<file path="src/rtl/branch_resolve_bht_if.sv">
// branch_resolve_bht_if: IF lookup (if_pc/if_pred_taken) plus EX resolve inputs and registered redirect/count outputs
interface branch_resolve_bht_if #(parameter int XLEN = 32);
  logic [XLEN-1:0] if_pc;
  logic if_pred_taken;
  logic ex_valid;
  logic ex_is_branch;
  logic [2:0] ex_funct3;
  logic [XLEN-1:0] ex_rs1_data;
  logic [XLEN-1:0] ex_rs2_data;
  logic [XLEN-1:0] ex_pc;
  logic [XLEN-1:0] ex_imm;
  logic ex_pred_taken;
  logic mispredict;
  logic [XLEN-1:0] redirect_pc;
  logic resolved_taken;
  logic illegal_branch;
  logic [31:0] branch_count;
  logic [31:0] mispredict_count;
  modport master (
    output if_pc, ex_valid, ex_is_branch, ex_funct3, ex_rs1_data, ex_rs2_data, ex_pc, ex_imm, ex_pred_taken,
    input if_pred_taken, mispredict, redirect_pc, resolved_taken, illegal_branch, branch_count, mispredict_count
  );
  modport slave (
    input if_pc, ex_valid, ex_is_branch, ex_funct3, ex_rs1_data, ex_rs2_data, ex_pc, ex_imm, ex_pred_taken,
    output if_pred_taken, mispredict, redirect_pc, resolved_taken, illegal_branch, branch_count, mispredict_count
  );
endinterface

</file>
<file path="src/rtl/branch_resolve_bht.sv">
// branch_resolve_bht: RV32 branch resolver with 2-bit BHT predictor, mispredict redirect and counters; ports clk, reset, bus (slave)
module branch_resolve_bht #(
  parameter int XLEN = 32,
  parameter int BHT_ENTRIES = 64,
  localparam int IDX_W = $clog2(BHT_ENTRIES)
) (
  input logic clk,
  input logic reset,
  branch_resolve_bht_if.slave bus
);
  logic [1:0] bht [BHT_ENTRIES];
  logic [IDX_W-1:0] ex_idx;
  logic [1:0] ctr, ctr_next;
  logic acc, legal, base, taken, mp;
  logic unused_pc;
  assign unused_pc = ^{bus.if_pc[XLEN-1:IDX_W+2], bus.if_pc[1:0]};
  assign bus.if_pred_taken = bht[bus.if_pc[IDX_W+1:2]][1];
  always_comb begin
    ex_idx = bus.ex_pc[IDX_W+1:2];
    ctr = bht[ex_idx];
    acc = bus.ex_valid & bus.ex_is_branch & ~bus.mispredict;
    legal = ~(bus.ex_funct3[2:1] == 2'b01);
    base = ~bus.ex_funct3[2] ? (bus.ex_rs1_data == bus.ex_rs2_data) :
           ~bus.ex_funct3[1] ? ($signed(bus.ex_rs1_data) < $signed(bus.ex_rs2_data)) :
                               (bus.ex_rs1_data < bus.ex_rs2_data);
    taken = legal & (base ^ bus.ex_funct3[0]);
    mp = acc & legal & (taken ^ bus.ex_pred_taken);
    ctr_next = taken ? ((ctr == 2'b11) ? ctr : ctr + 2'd1) : ((ctr == 2'b00) ? ctr : ctr - 2'd1);
  end
  always_ff @(posedge clk) begin
    if (reset) begin
      for (int i = 0; i < BHT_ENTRIES; i++) bht[i] <= 2'b01;
      bus.mispredict <= 1'b0;
      bus.redirect_pc <= '0;
      bus.resolved_taken <= 1'b0;
      bus.illegal_branch <= 1'b0;
      bus.branch_count <= '0;
      bus.mispredict_count <= '0;
    end else begin
      bus.mispredict <= mp;
      bus.illegal_branch <= acc & ~legal;
      if (acc) bus.resolved_taken <= taken;
      if (mp) bus.redirect_pc <= taken ? bus.ex_pc + bus.ex_imm : bus.ex_pc + XLEN'(4);
      if (mp) bus.mispredict_count <= bus.mispredict_count + 32'd1;
      if (acc & legal) begin
        bht[ex_idx] <= ctr_next;
        bus.branch_count <= bus.branch_count + 32'd1;
      end
    end
  end
endmodule

</file>
<file path="src/flat_wrapper.sv">
// flat-port wrapper written by rule: the top's interface ports become plain ports
module branch_resolve_bht_flat 
#(
  parameter int XLEN = 32,
  parameter int BHT_ENTRIES = 64,
  localparam int IDX_W = $clog2(BHT_ENTRIES)
)
  (clk, reset, bus_if_pc, bus_ex_valid, bus_ex_is_branch, bus_ex_funct3, bus_ex_rs1_data, bus_ex_rs2_data, bus_ex_pc, bus_ex_imm, bus_ex_pred_taken, bus_if_pred_taken, bus_mispredict, bus_redirect_pc, bus_resolved_taken, bus_illegal_branch, bus_branch_count, bus_mispredict_count);
  branch_resolve_bht_if #(.XLEN(XLEN)) bus_i ();
  input logic clk;
  input logic reset;
  input wire logic [$bits(bus_i.if_pc)-1:0] bus_if_pc;
  input wire logic [$bits(bus_i.ex_valid)-1:0] bus_ex_valid;
  input wire logic [$bits(bus_i.ex_is_branch)-1:0] bus_ex_is_branch;
  input wire logic [$bits(bus_i.ex_funct3)-1:0] bus_ex_funct3;
  input wire logic [$bits(bus_i.ex_rs1_data)-1:0] bus_ex_rs1_data;
  input wire logic [$bits(bus_i.ex_rs2_data)-1:0] bus_ex_rs2_data;
  input wire logic [$bits(bus_i.ex_pc)-1:0] bus_ex_pc;
  input wire logic [$bits(bus_i.ex_imm)-1:0] bus_ex_imm;
  input wire logic [$bits(bus_i.ex_pred_taken)-1:0] bus_ex_pred_taken;
  output wire logic [$bits(bus_i.if_pred_taken)-1:0] bus_if_pred_taken;
  output wire logic [$bits(bus_i.mispredict)-1:0] bus_mispredict;
  output wire logic [$bits(bus_i.redirect_pc)-1:0] bus_redirect_pc;
  output wire logic [$bits(bus_i.resolved_taken)-1:0] bus_resolved_taken;
  output wire logic [$bits(bus_i.illegal_branch)-1:0] bus_illegal_branch;
  output wire logic [$bits(bus_i.branch_count)-1:0] bus_branch_count;
  output wire logic [$bits(bus_i.mispredict_count)-1:0] bus_mispredict_count;
  assign bus_i.if_pc = bus_if_pc;
  assign bus_i.ex_valid = bus_ex_valid;
  assign bus_i.ex_is_branch = bus_ex_is_branch;
  assign bus_i.ex_funct3 = bus_ex_funct3;
  assign bus_i.ex_rs1_data = bus_ex_rs1_data;
  assign bus_i.ex_rs2_data = bus_ex_rs2_data;
  assign bus_i.ex_pc = bus_ex_pc;
  assign bus_i.ex_imm = bus_ex_imm;
  assign bus_i.ex_pred_taken = bus_ex_pred_taken;
  assign bus_if_pred_taken = bus_i.if_pred_taken;
  assign bus_mispredict = bus_i.mispredict;
  assign bus_redirect_pc = bus_i.redirect_pc;
  assign bus_resolved_taken = bus_i.resolved_taken;
  assign bus_illegal_branch = bus_i.illegal_branch;
  assign bus_branch_count = bus_i.branch_count;
  assign bus_mispredict_count = bus_i.mispredict_count;
  branch_resolve_bht #(.XLEN(XLEN), .BHT_ENTRIES(BHT_ENTRIES)) u_core (.clk(clk), .reset(reset), .bus(bus_i));
endmodule
</file>
<file path="config.mk">
export PLATFORM = sky130hd
export DESIGN_NAME = branch_resolve_bht_flat
export DESIGN_NICKNAME = d
export VERILOG_FILES = /design/src/rtl/branch_resolve_bht_if.sv /design/src/rtl/branch_resolve_bht.sv /design/src/flat_wrapper.sv
export SDC_FILE = /design/constraint.sdc
export NUM_CORES = 1
export LEC_CHECK = 0
export ABC_AREA = 0
export BUFFER_PORTS_ARGS = -buffer_cell sky130_fd_sc_hd__buf_4
export CELL_PAD_IN_SITES_DETAIL_PLACEMENT = 1
export CELL_PAD_IN_SITES_GLOBAL_PLACEMENT = 2
export CORE_ASPECT_RATIO = 1.4
export CORE_UTILIZATION = 35
export CTS_BUF_LIST = sky130_fd_sc_hd__clkbuf_8
export DETAILED_ROUTE_END_ITERATION = 8
export HOLD_SLACK_MARGIN = 0.02
export PLACE_DENSITY = 0.92
export SLEW_MARGIN = 20
export SYNTH_ARGS = -nofsm -noshare
export SYNTH_HDL_FRONTEND = slang
export SYNTH_SLANG_ARGS = --single-unit
</file>
<file path="constraint.sdc">
create_clock -name clk -period 6.6 [get_ports clk]
set_clock_uncertainty 0.1 [all_clocks]
set_input_delay 1.98 -clock clk [delete_from_list [all_inputs] [get_ports clk]]
set_output_delay 1.98 -clock clk [all_outputs]
set_load 0.03 [all_outputs]
</file>
# Word level (Yosys, flattened, before mapping)
# Memories as Yosys holds them, arrays and structs flattened.
# Cells that the tools add are included.
dict set report op_classes {
  n_addsub 6
  mul 0
  div_mod_pow 0
  order_cmp 2
  n_eq_ne 3
  shifts 0
  mux 14
  n_bitwise 10
  n_reduce_logical 2
}
# op count
set ops {}
lappend ops {{adder 32 x 1 -> 32 bit (second input constant)} 2}
lappend ops {{< comparator 32 bit} 2}
lappend ops {{adder 32 x 3 -> 32 bit (second input constant)} 1}
lappend ops {{adder 32 bit} 1}
lappend ops {{equality test 32 bit} 1}
lappend ops {{two-way mux 32 bit} 1}
lappend ops {{two-way mux 1 bit} 8}
lappend ops {{two-way mux 2 bit} 4}
lappend ops {{bitwise AND 1 bit} 6}
lappend ops {{two-way mux 6 bit} 1}
lappend ops {{adder 2 x 1 -> 2 bit (second input constant)} 1}
lappend ops {{equality test 2 x 1 -> 1 bit (second input constant)} 1}
lappend ops {{equality test 2 bit (second input constant)} 1}
lappend ops {{logical NOT 2 bit} 1}
lappend ops {{inverter 1 bit} 2}
lappend ops {{OR reduction 2 bit} 1}
lappend ops {{subtractor 2 x 1 -> 2 bit (second input constant)} 1}
lappend ops {{XOR 1 bit} 2}
dict set report totals {
  ff_bits 99
  latchBits 0
  mem_bits_rw 128
  mem_bits_ro 0
  in_bits 168
  out_inout_bits 100
  wordCells 44
  mem_count 1
}
# name depth word_bits read_ports rd_ports_with_merged_regs write_ports line
set mem_list {}
lappend mem_list {u_core.bht 64 2 2 0 64 branch_resolve_bht.sv:11} ;# logic [1:0] bht [BHT_ENTRIES];

# Logic depth before layout (Yosys ltp)
dict set report depth {
  word_depth 8
  depth_mapped 14
  mapped_depth_nobuf 13
}

# Least setup slack after synthesis
# OpenSTA, ideal clock, no wires.
dict set report synth_timing {
  path_kind {input-to-output}
  from {input bus_if_pc[2]}
  to {output bus_if_pred_taken}
  t_arrival_ns 4.497
  path_slack_ns 0.023
  path_stages 5
  n_path_buf 2
  cell_sequence {clkbuf_1 -> buf_1 -> mux4_2 -> mux4_2 -> mux4_2}
}
dict set report synth_between {
  elab_chain_cells 1
}
# item line
set synth_rtl {}
lappend synth_rtl {{from (decl)} flat_wrapper.sv:12} ;# input wire logic [$bits(bus_i.if_pc)-1:0] bus_if_pc;
lappend synth_rtl {{memory (64 x 2 bit)} n/a}
lappend synth_rtl {{to (decl)} flat_wrapper.sv:21} ;# output wire logic [$bits(bus_i.if_pred_taken)-1:0] bus_if_pred_taken;
# No other way between the ends.

# Final worst setup path
# Ends and elaborated chain as after synthesis.

==> metrics.log <==
INFO  metric num_vias = 12638
INFO  metric critical_path_peak_fanout = 16
INFO  metric dp_hpwl = 32900 um
INFO  metric rsz0062_at_grt = no
INFO  metric core.rowCount = 85
INFO  metric avgRoutedWirePerCell = 19.9 um
INFO  metric edff_count_synth = 128
INFO  metric final_nets = 1949
INFO  metric floorplan.die_area = 40300 um2
INFO  metric worst-slew-pin-transition = 1.13 ns
INFO  metric ys_ff_latch = 227
INFO  metric synthesis.area = 13800 um2
INFO  metric h-tree-depth = 2
INFO  metric start_util = 35.7%
INFO  metric die-height = 237 um
INFO  metric syn_avg_cell_area = 9.17 um2
INFO  metric grt_pass1_wl = 71100 um
INFO  metric cts_tree = yes
INFO  metric max_slew_violation_count = 0
INFO  metric postCtsSetupRepairBufs = 0
INFO  metric layout-drive-gt1-share = 20.8%
INFO  metric design_power_total = 3.37 mW
INFO  metric hold_class = reg2reg
INFO  metric reg2reg_slack = 3.32 ns
INFO  metric final_cells = 2268
INFO  metric power_density_normalized_to_cell_area = 201 nW/um2
INFO  metric maxClockFrequency = 162 MHz
INFO  metric top_cell_type_by_total_area_after_synthesis = edfxtp_1
INFO  metric summed_negative_setup_slack_over_all_endpoints = 0 ns
INFO  metric detail_route.drc_violations = 0
INFO  metric chipWidth = 170 um
INFO  metric drt_pre_antenna_iters = 5
INFO  metric timing.setup.critical_path_class = in2out
INFO  metric cts_resized = 0
INFO  metric detail-route-antenna-nets = 0
INFO  metric number_of_placed_cells_counting_well_taps = 2194
INFO  metric yosys_warnings = 0
INFO  metric commonest_cells_post_synth = nand2_1, nor2_1, edfxtp_1, dfxtp_1, nand3_1
INFO  metric core_area = 38700 um2
INFO  metric ys_types = 75
INFO  metric critical_path_arrival = 4.09 ns
INFO  metric clkSinkCount = 227
INFO  metric syn2layout_area_growth = 21.3%
INFO  metric post-route-min-period = 6.17 ns
INFO  metric post-route-util = 43.3%
INFO  metric proportion_of_synthesized_chip_area_in_sequential_cells = 42.2%
INFO  metric relSlewSlack = 24.1%
INFO  metric dr.first_iter.drc_count = 760
INFO  metric cts.reportedPaths.clkPinSlew = 0.05 ns
INFO  metric area_contributors_post_synth = edfxtp_1, dfxtp_1, ha_1
INFO  metric clk_latency = 0.57 ns
INFO  metric asyncSetResetFlopFracSynth = 0%
INFO  metric finalSetupViolations = 0
INFO  metric clk_path_buf_depth = 3
INFO  metric yosys.cell_count.top_type = nand2_1
INFO  metric cell_count_after_synthesis = 1506
INFO  metric reg2reg_from = u_core.bus.mispredict$_SDFF_PP0_
INFO  metric fin_worst_hold_slack = 0.359 ns
INFO  metric ys.flop_type = edfxtp_1
INFO  metric cts_root_buf = clkbuf_8
INFO  metric grt_start_max_net_pins = 54
INFO  metric max_cap_violations = 0
INFO  metric fin_crit_sh = 93.5%
INFO  metric design.portCount = 268
INFO  metric final-hold-violation-count = 0
INFO  metric run_status = completed
INFO  metric placement.io_buffers = 241
INFO  metric first_global_vias = 13441
INFO  metric power.leakage = 6.35 nW
INFO  metric vias_per_cell = 5.57
INFO  metric reg2reg_depth = 11
INFO  metric required = 4.52 ns
INFO  metric mappedNetlistNets = 1741
INFO  metric crit_end = bus_if_pred_taken
INFO  metric end_kind = output port
INFO  metric worst_r2r_endpoint = u_core.bus.branch_count[29]$_SDFFE_PP0P_
INFO  metric number_of_hold_buffers_added_after_cts = 0
INFO  metric ir_drop = 0.123 mV
INFO  metric setup.worst_path.start_class = input pin
INFO  metric antenna_found_initial = 3
INFO  metric holdPathStages = 2
INFO  metric gp_congestion = 0.842
INFO  metric cp-startpoint = bus_if_pc[2]
INFO  metric total_congestion_overflow_after_global_routing = 0
INFO  metric grt_use_total = 22.4%
INFO  metric cts_inserted_buffers = 40
INFO  metric route.final.wire_length = 45100 um
INFO  metric post-synth-top-area-fraction = 27.8%
how the worst min path moves through the flow:
stage	startpoint	slack, ns	endpoint
floorplan	u_core.bus.redirect_pc[23]$_SDFFE_PP0P_	0.48	u_core.bus.redirect_pc[23]$_SDFFE_PP0P_
global placement	u_core.bus.redirect_pc[10]$_SDFFE_PP0P_	0.34	u_core.bus.redirect_pc[10]$_SDFFE_PP0P_
detailed placement	u_core.bus.redirect_pc[19]$_SDFFE_PP0P_	0.35	u_core.bus.redirect_pc[19]$_SDFFE_PP0P_
CTS	u_core.bus.redirect_pc[10]$_SDFFE_PP0P_	0.36	u_core.bus.redirect_pc[10]$_SDFFE_PP0P_
global route	u_core.bus.redirect_pc[8]$_SDFFE_PP0P_	0.38	u_core.bus.redirect_pc[8]$_SDFFE_PP0P_
finish	u_core.bus.redirect_pc[10]$_SDFFE_PP0P_	0.36	u_core.bus.redirect_pc[10]$_SDFFE_PP0P_
logic make-up after synthesis:
family          Yosys count  synth area share, %
compound gates          303                 14.3
xor+xnor                108                 6.85
fa+ha+maj                69                 6.28
buf+inv                 157                 4.96
flops                   227                 42.2
mux                      28                 3.95
simple gates            614                 21.5
per-stage QoR:
stage / setup slack, ns / cell area [um2]
global placement: 0.427 / 16100
detailed placement: 0.403 / 16100
CTS: 0.400 / 16700
global route: 0.370 / 16800
finish: 0.426 / 16800
floorplan: 0.0232 / 13800
routing by layer:
metal	up-vias	routed length, um	GRT usage [%]
met3	122	2730	3.69
li1	5943	-	-
met2	415	23600	41.1
met5	-	0	0
met1	6158	16700	24.4
met4	0	2090	11.6
flip-flops by register name (all words and copies together) (netlist names):
register,cells
u_core.bus.mispredict,1
u_core.bus.illegal_branch,1
u_core.bht,128
u_core.bus.resolved_taken,1
u_core.bus.mispredict_count,32
u_core.bus.redirect_pc,32
u_core.bus.branch_count,32
worst max-delay path, cell delays in order:
cell	delay, ns
buf_4	0.31
mux4_2	0.60
mux4_2	0.49
mux4_2	0.51
buf_4	0.19
final cells by class:
class	instances	area (um2)
timing repair buffer	270	2040
clock buffer	41	564
tap	522	653
sequential	227	5830
fill	4547	22000
clock inverter	29	123
antenna	4	10.0
multi-input combinational	1122	7340
inverter	53	199
placed cells by master, fill, tap and decap left out, types with 11 or more instances in the layout:
master / Yosys / routed
a211oi_1: 11 / 11
a21o_1: 11 / 11
a21oi_1: 76 / 75
a221oi_1: 12 / 12
a22o_1: 11 / 11
a22oi_1: 46 / 46
a31oi_1: 13 / 13
and3_1: 17 / 17
buf_4: 1 / 269
clkbuf_8: 0 / 41
dfxtp_1: 99 / 99
edfxtp_1: 128 / 128
ha_1: 66 / 66
inv_1: 53 / 72
mux4_2: 21 / 21
nand2_1: 160 / 160
nand3_1: 84 / 84
nand4_1: 51 / 51
nor2_1: 152 / 152
nor3_1: 72 / 71
o211ai_1: 20 / 20
o21ai_0: 65 / 65
or3_1: 14 / 14
xnor2_1: 64 / 64
xor2_1: 44 / 44
where the power goes:
| group | internal, mW | switching (mW) |
|---|---|---|
| combinational | 0.251 | 0.405 |
| clock | 0.575 | 0.594 |
| sequential | 1.52 | 0.0197 |
| total | 2.35 | 1.02 |
Power figures use the tool's default switching activity.
